--- src/rtl/gray_counter_updown.sv ---
// Up/down Gray-code counter with load, wrap or saturate mode.
// Keeps a binary count and registers its Gray image alongside it.
module gray_counter_updown #(
  parameter int DATA_WIDTH = 4,
  parameter bit SATURATE   = 1'b0
) (
  input  logic                  clk,
  input  logic                  resetn,
  input  logic                  en,
  input  logic                  up,
  input  logic                  load,
  input  logic [DATA_WIDTH-1:0] load_val,
  output logic [DATA_WIDTH-1:0] out,
  output logic [DATA_WIDTH-1:0] bin_out,
  output logic                  term,
  output logic                  wrap
);

  localparam int W = DATA_WIDTH;
  localparam logic [W-1:0] MAX = '1;
  localparam logic [W-1:0] ONE = {{(W-1){1'b0}}, 1'b1};

  logic [W-1:0] bin_q, bin_d;
  logic [W-1:0] gray_q, gray_d;
  logic         wrap_q, wrap_d;
  logic         at_max, at_min;
  logic         step_up, step_dn;

  function automatic logic [W-1:0] g2b(
    input logic [W-1:0] g
  );
    logic [W-1:0] b;
    b[W-1] = g[W-1];
    for (int i = W - 2; i >= 0; i--) begin
      b[i] = b[i+1] ^ g[i];
    end
    return b;
  endfunction

  // terminal detection for the direction currently requested
  always_comb begin
    at_max = (bin_q == MAX);
    at_min = (bin_q == '0);
    term   = up ? at_max : at_min;
  end

  // next count: load beats enable; saturate mode pins at the limit
  always_comb begin
    bin_d   = bin_q;
    wrap_d  = 1'b0;
    step_up = en && !load && up;
    step_dn = en && !load && !up;
    unique case (1'b1)
      load: begin
        bin_d = g2b(load_val);
      end
      step_up: begin
        if (!(SATURATE && at_max)) begin
          bin_d  = bin_q + ONE;
          wrap_d = at_max;
        end
      end
      step_dn: begin
        if (!(SATURATE && at_min)) begin
          bin_d  = bin_q - ONE;
          wrap_d = at_min;
        end
      end
      default: begin
        bin_d  = bin_q;
        wrap_d = 1'b0;
      end
    endcase
    gray_d = bin_d ^ (bin_d >> 1);
  end

  // state register with synchronous active-low reset
  always_ff @(posedge clk) begin
    if (!resetn) begin
      bin_q  <= '0;
      gray_q <= '0;
      wrap_q <= 1'b0;
    end else begin
      bin_q  <= bin_d;
      gray_q <= gray_d;
      wrap_q <= wrap_d;
    end
  end

  assign out     = gray_q;
  assign bin_out = bin_q;
  assign wrap    = wrap_q;

endmodule

--- config.mk ---
export PLATFORM = sky130hd
export DESIGN_NAME = gray_counter_updown
export DESIGN_NICKNAME = d
export VERILOG_FILES = /design/src/rtl/gray_counter_updown.sv
export SDC_FILE = /design/constraint.sdc
export NUM_CORES = 1
export LEC_CHECK = 0
export CAP_MARGIN = 5
export CORE_AREA = 2 2 39 41
export CTS_BUF_LIST = sky130_fd_sc_hd__clkbuf_16
export DETAILED_ROUTE_END_ITERATION = 7
export DIE_AREA = 0 0 41 43
export HOLD_SLACK_MARGIN = 0.08
export PLACE_DENSITY = 0.74
export SYNTH_ARGS = -nofsm -noshare
export SYNTH_HDL_FRONTEND = slang
export SYNTH_SLANG_ARGS = --single-unit
--- constraint.sdc ---
create_clock -name clk -period 4.5 [get_ports clk]
set_input_delay 0.9 -clock clk [delete_from_list [all_inputs] [get_ports clk]]
set_output_delay 0.9 -clock clk [all_outputs]
set_load 0.03 [all_outputs]
==> flow_summary.toml, run 1 <==
[global_route]
antenna_found_initial = 0
grt_overflow = 0
grt_usage_pct = 13.6
first_global_vias = 406
grt_pass1_wl_um = 1610
grt_max_degree = 12

[worst_setup_path]
r2r_start = "bin_out[1]"
regToRegSetupSlack_ns = 2.73
rr_endpoint = "out[1]"
start_kind = "input pin"
required_ns = 3.60
cpMostUsedCell = "clkdlybuf4s50_1"
worst-path-buf-inv = 2
r2r_cells = 7
arrival_ns = 2.67
path_cells = "clkdlybuf4s50_1 > nor4_1 > mux2_2 > clkdlybuf4s50_1"
worst-path-max-fanout = 5
path_class = "input pin to output port"
cp-end-kind = "output port"
cp_slowest_stage_delay_ns = 0.66
critical-path-top-delay-family = "buffers and inverters"
crit_slowest_cell = "clkdlybuf4s50_1"

[detailed_routing]
vias = 412
wl_per_cell_um = 11.6
post_drt_via_cell_ratio = 4.96
wirelength_um = 959
firstDrtPassIters = 2
drt_iter0_drc = 6
final_antenna_net_count = 0
drc = 0

[finish]
num_antenna_cells = 0
nNetsFinal = 79
area_growth_syn_to_layout_pct = 55.6
final_cell_mix = "18 x clkdlybuf4s50_1, 8 x dfxtp_1, 7 x xor2_1"
final-instance-count-excl-fill = 83
layout-drive-gt1-share_pct = 11.9
fillers = 129
layout_commonest_cell = "clkdlybuf4s50_1"

[synth]
seq_area_frac_synth_pct = 33.9
ys_types = 24
synth_seq_cells = 8
synth_nets = 58
syn_avg_cell_area_um2 = 9.85
synth.cell_area_um2 = 473
postSynthCellCount = 48
yosys_warnings = 0

[clock_tree]
cts_root_buf = "clkbuf_16"
postCtsHoldBufs = 0
post_cts_resized = 0
post_cts_buffers = 0
path_clk_slew_ns = 0.04
htree_levels = 1
clk_latency_ns = 0.23
cts.sinks = 8
clockBufferDepth = 2
cts_tree = "built"
cts_buffers = 3

[sta]
timing.fmax_ghz = 0.280
slew_violations = 0
whs_ns = 0.717
min_period_ns = 3.57
worstMarginPinSlew_ns = 0.344
finalHoldViolations = 0
slew_headroom_pct = 76.4
final.period_utilization_pct = 79.3
fin_setup_tns_ns = 0
finClkSkew_ns = 0.00144
setup_viol = 0
rsz0062_at_grt = "no"

[placed_design]
place.gp.congestion = 0.777
hpwl_um = 734
dpl.cell_count = 80
port_buffers = 18

[floorplanning]
die_h_um = 43
start_util_pct = 34.2
rows = 14
core_area_um2 = 1380
dieArea_um2 = 1760
die_x_um = 41
ioPinCount = 19

[worst_hold_path]
whs_path_depth = 3
worstHoldStart = "bin_out[2]"
min_path_type = "flip-flop to flip-flop"
min_to = "out[1]"

[power_and_ir_drop]
leakagePower_nw = 0.316
power.density_nw_per_um2 = 433
ir_drop_mv = 0.236

[status]
outcome = "completed"

[flow_run]
maxCapViolCount = 0
[cells in the mapped netlist, drive strengths merged]
cell type  number  area share [%]
o21a            1             1.6
a21oi           1             1.1
inv             1            0.79
xor2            7              13
buf             2             2.6
nor3b           2             3.2
nor4            1             1.3
xnor2           2             5.3
mux2i           1             2.1
dfxtp           8              34
a31oi           2             4.0
and4            2             4.0
or2             1             1.3
nand2           4             3.2
o211a           3             6.3
o21ai           3             3.2
nor4b           1             5.0
nor2            4             3.2
ha              1             2.6
mux2            1             2.4
[cell families (layout without fill, tap and decap cells)]
logic type	count (synthesis)	after routing	share of synthesized area, %
compound gates	10	10	16.1
flops	8	8	33.9
xor+xnor	9	9	18.3
simple gates	15	15	21.2
mux	2	2	4.50
buf+inv	3	22	3.44
fa+ha+maj	1	1	2.65
[how the worst max path moves through the flow]
stage	startpoint	to	slack [ns]	depth (start not counted)
after floorplan	up	term	2.12	2
after global placement	up	term	0.95	4
after detailed placement	up	term	0.93	4
after CTS	up	term	0.93	4
after global routing	up	term	0.78	4
final	up	term	0.93	4
[report_power, final]
part | leakage (nW) | switching, mW | internal (mW)
logic | 0.213 | 0.0460 | 0.0409
registers | 0.0664 | 0.00670 | 0.0788
clock network | 0.0370 | 0.0319 | 0.114
[through the flow]
stage | utilization [%] | area [µm²] | worst slack (ns) | power (mW)
4_1_cts | 53.2 | 736 | 0.932 | 0.323
3_3_place_gp | 47.7 | 661 | 0.950 | 0.173
2_1_floorplan | - | 473 | 2.12 | 0.141
3_5_place_dp | 47.7 | 661 | 0.933 | 0.174
5_1_grt | 53.2 | 736 | 0.784 | 0.334
6_report | 53.2 | 736 | 0.933 | 0.319
[state kept, by name, indices dropped and copies added, names as in the netlist]
signal   cells
bin_out      4
out          3
wrap         1
[cell type report]
class / instances / area, µm² / area share, %
tap: 16 / 20.0 / 2.72
clock buffer: 3 / 75.1 / 10.2
inverter: 1 / 3.75 / 0.510
multi-input combinational: 37 / 297 / 40.3
timing repair buffer: 18 / 180 / 24.5
sequential: 8 / 160 / 21.8
[tightest hold or removal path, cell delays in order (launching register included)]
cell and delay [ns]:
dfxtp_1 0.34, xnor2_2 0.18, nand2_1 0.07, a31oi_1 0.07
[per-layer routing]
metal	GRT usage [%]	share of wire, %
met1	14.9	42
met5	0	0
met3	4.71	5.2
met4	6.00	0
met2	22.2	52
Note: power is estimated with default switching activity, not from simulation.
==> run 2: changes to the inputs <==
--- a/config.mk
+++ b/config.mk
@@ -6,12 +6,12 @@
 export NUM_CORES = 1
 export LEC_CHECK = 0
 export CAP_MARGIN = 5
-export CORE_AREA = 2 2 39 41
+export CORE_MARGIN = 2
+export CORE_UTILIZATION = 36
 export CTS_BUF_LIST = sky130_fd_sc_hd__clkbuf_16
 export DETAILED_ROUTE_END_ITERATION = 7
-export DIE_AREA = 0 0 41 43
 export HOLD_SLACK_MARGIN = 0.08
-export PLACE_DENSITY = 0.74
+export PLACE_DENSITY = 0.77
 export SYNTH_ARGS = -nofsm -noshare
 export SYNTH_HDL_FRONTEND = slang
 export SYNTH_SLANG_ARGS = --single-unit
==> constraint.sdc (replaced) <==
create_clock -name clk -period 3.1 [get_ports clk]
set_input_delay 0.62 -clock clk [delete_from_list [all_inputs] [get_ports clk]]
set_output_delay 0.62 -clock clk [all_outputs]
set_load 0.03 [all_outputs]
==> flow_summary.toml, run 2 (synthesized netlist as in run 1, its figures left out) <==
[floorplanning]
start_util_pct = 37.3
rows = 13
die_x_um = 40.2
die_h_um = 40.2
dieArea_um2 = 1620
core_area_um2 = 1270
ioPinCount = 19

[detailed_routing]
wirelength_um = 1040
drt_iter0_drc = 7
vias = 424
drc = 0
final_antenna_net_count = 0
wl_per_cell_um = 12.4
post_drt_via_cell_ratio = 5.05
firstDrtPassIters = 4

[power_and_ir_drop]
ir_drop_mv = 0.373
leakagePower_nw = 0.326
finalPower_mw = 0.471
power.density_nw_per_um2 = 628

[sta]
min_period_ns = 2.89
finClkSkew_ns = 0.000960
slew_headroom_pct = 77.5
setup_viol = 0
rsz0062_at_grt = "no"
timing.fmax_ghz = 0.346
fin_setup_tns_ns = 0
final.period_utilization_pct = 93.1
finalHoldViolations = 0
whs_ns = 0.710
worstMarginPinSlew_ns = 0.329
slew_violations = 0

[worst_setup_path]
cp_slowest_stage_delay_ns = 0.66
rr_endpoint = "out[1]"
r2r_cells = 7
required_ns = 2.48
cp-end-kind = "output port"
start_kind = "input pin"
cpMostUsedCell = "clkdlybuf4s50_1"
worst-path-max-fanout = 3
path_cells = "clkdlybuf4s50_1 > nor4_1 > mux2_2 > clkdlybuf4s50_1"
regToRegSetupSlack_ns = 1.37
startpoint = "up"
r2r_start = "bin_out[1]"
cp-endpoint = "term"
crit_slowest_cell = "clkdlybuf4s50_1"
arrival_ns = 2.27
path_class = "input pin to output port"

[clock_tree]
post_cts_resized = 0
path_clk_slew_ns = 0.04
cts_tree = "built"
post_cts_buffers = 0
clockBufferDepth = 2
clk_latency_ns = 0.23
cts.sinks = 8
cts_buffers = 3
postCtsHoldBufs = 0
cts_root_buf = "clkbuf_16"
htree_levels = 1

[global_route]
grt_max_degree = 12
grt_overflow = 0
antenna_found_initial = 0
grt_pass1_wl_um = 1680
first_global_vias = 398
grt_usage_pct = 16.6

[finish]
multiInputGateArea_um2 = 297
nNetsFinal = 81
largest_register_ffs = 4
area_growth_syn_to_layout_pct = 58.5
fillers = 128
num_antenna_cells = 0
layout-drive-gt1-share_pct = 14.5
seqCellArea_um2 = 160
final_cell_mix = "18 x clkdlybuf4s50_1, 8 x dfxtp_1, 7 x xor2_1"
layout_commonest_cell = "clkdlybuf4s50_1"

[status]
outcome = "completed"

[placed_design]
port_buffers = 18
hpwl_um = 768
place.gp.congestion = 0.734

[worst_hold_path]
min_path_type = "flip-flop to flip-flop"

[flow_run]
maxCapViolCount = 0
## run 2: changes by cell type in the layout (fill, tap and decap cells not counted), sizes merged
cell / delta
buf: +2
## run 2: stage by stage
stage,area (µm²),utilization (%),cells,worst slack (ns)
after floorplan,473,-,48,1.03
after global placement,674,53.2,81,0.230
after detailed placement,674,53.2,81,0.212
after CTS,749,59.1,84,0.209
after global routing,749,59.1,84,0.101
final,749,59.1,84,0.213
## run 2: cell type report
cell class              count  area share [%]
multi-input cells          37            39.6
repair buffers             20            26.0
flip-flops and latches      8            21.4
clock buffers               3            10.0
well taps                  15            2.50
inverters                   1           0.501
## run 2: layer usage
layer	up-vias	GRT usage (%)	share of wire, %
met3	2	8.33	6.7
li1	216	-	-
met1	193	16.1	42
met4	0	7.50	0.77
met5	-	0	0
met2	13	29.4	51
## run 2: how the worst min path moves through the flow
stage,to,slack (ns),startpoint,cells past startpoint
floorplan,bin_out[1],0.74,resetn,1
global route,out[1],0.75,bin_out[2],3
global placement,bin_out[3],0.70,bin_out[3],3
detailed placement,out[1],0.71,bin_out[2],3
finish,out[1],0.71,bin_out[2],3
CTS,out[1],0.71,bin_out[2],3
## run 2: where the power goes
| group | switching, mW | internal [mW] | leakage (nW) |
|---|---|---|---|
| combinational | 0.0676 | 0.0612 | 0.222 |
| sequential | 0.0101 | 0.114 | 0.0664 |
| clock | 0.0509 | 0.166 | 0.0370 |
## run 2: critical path, delay by kind of cell
family / cells / cell delay, ns
muxes: 1 / 0.23
buffers and inverters: 2 / 1.09
and+or+nand+nor: 1 / 0.32
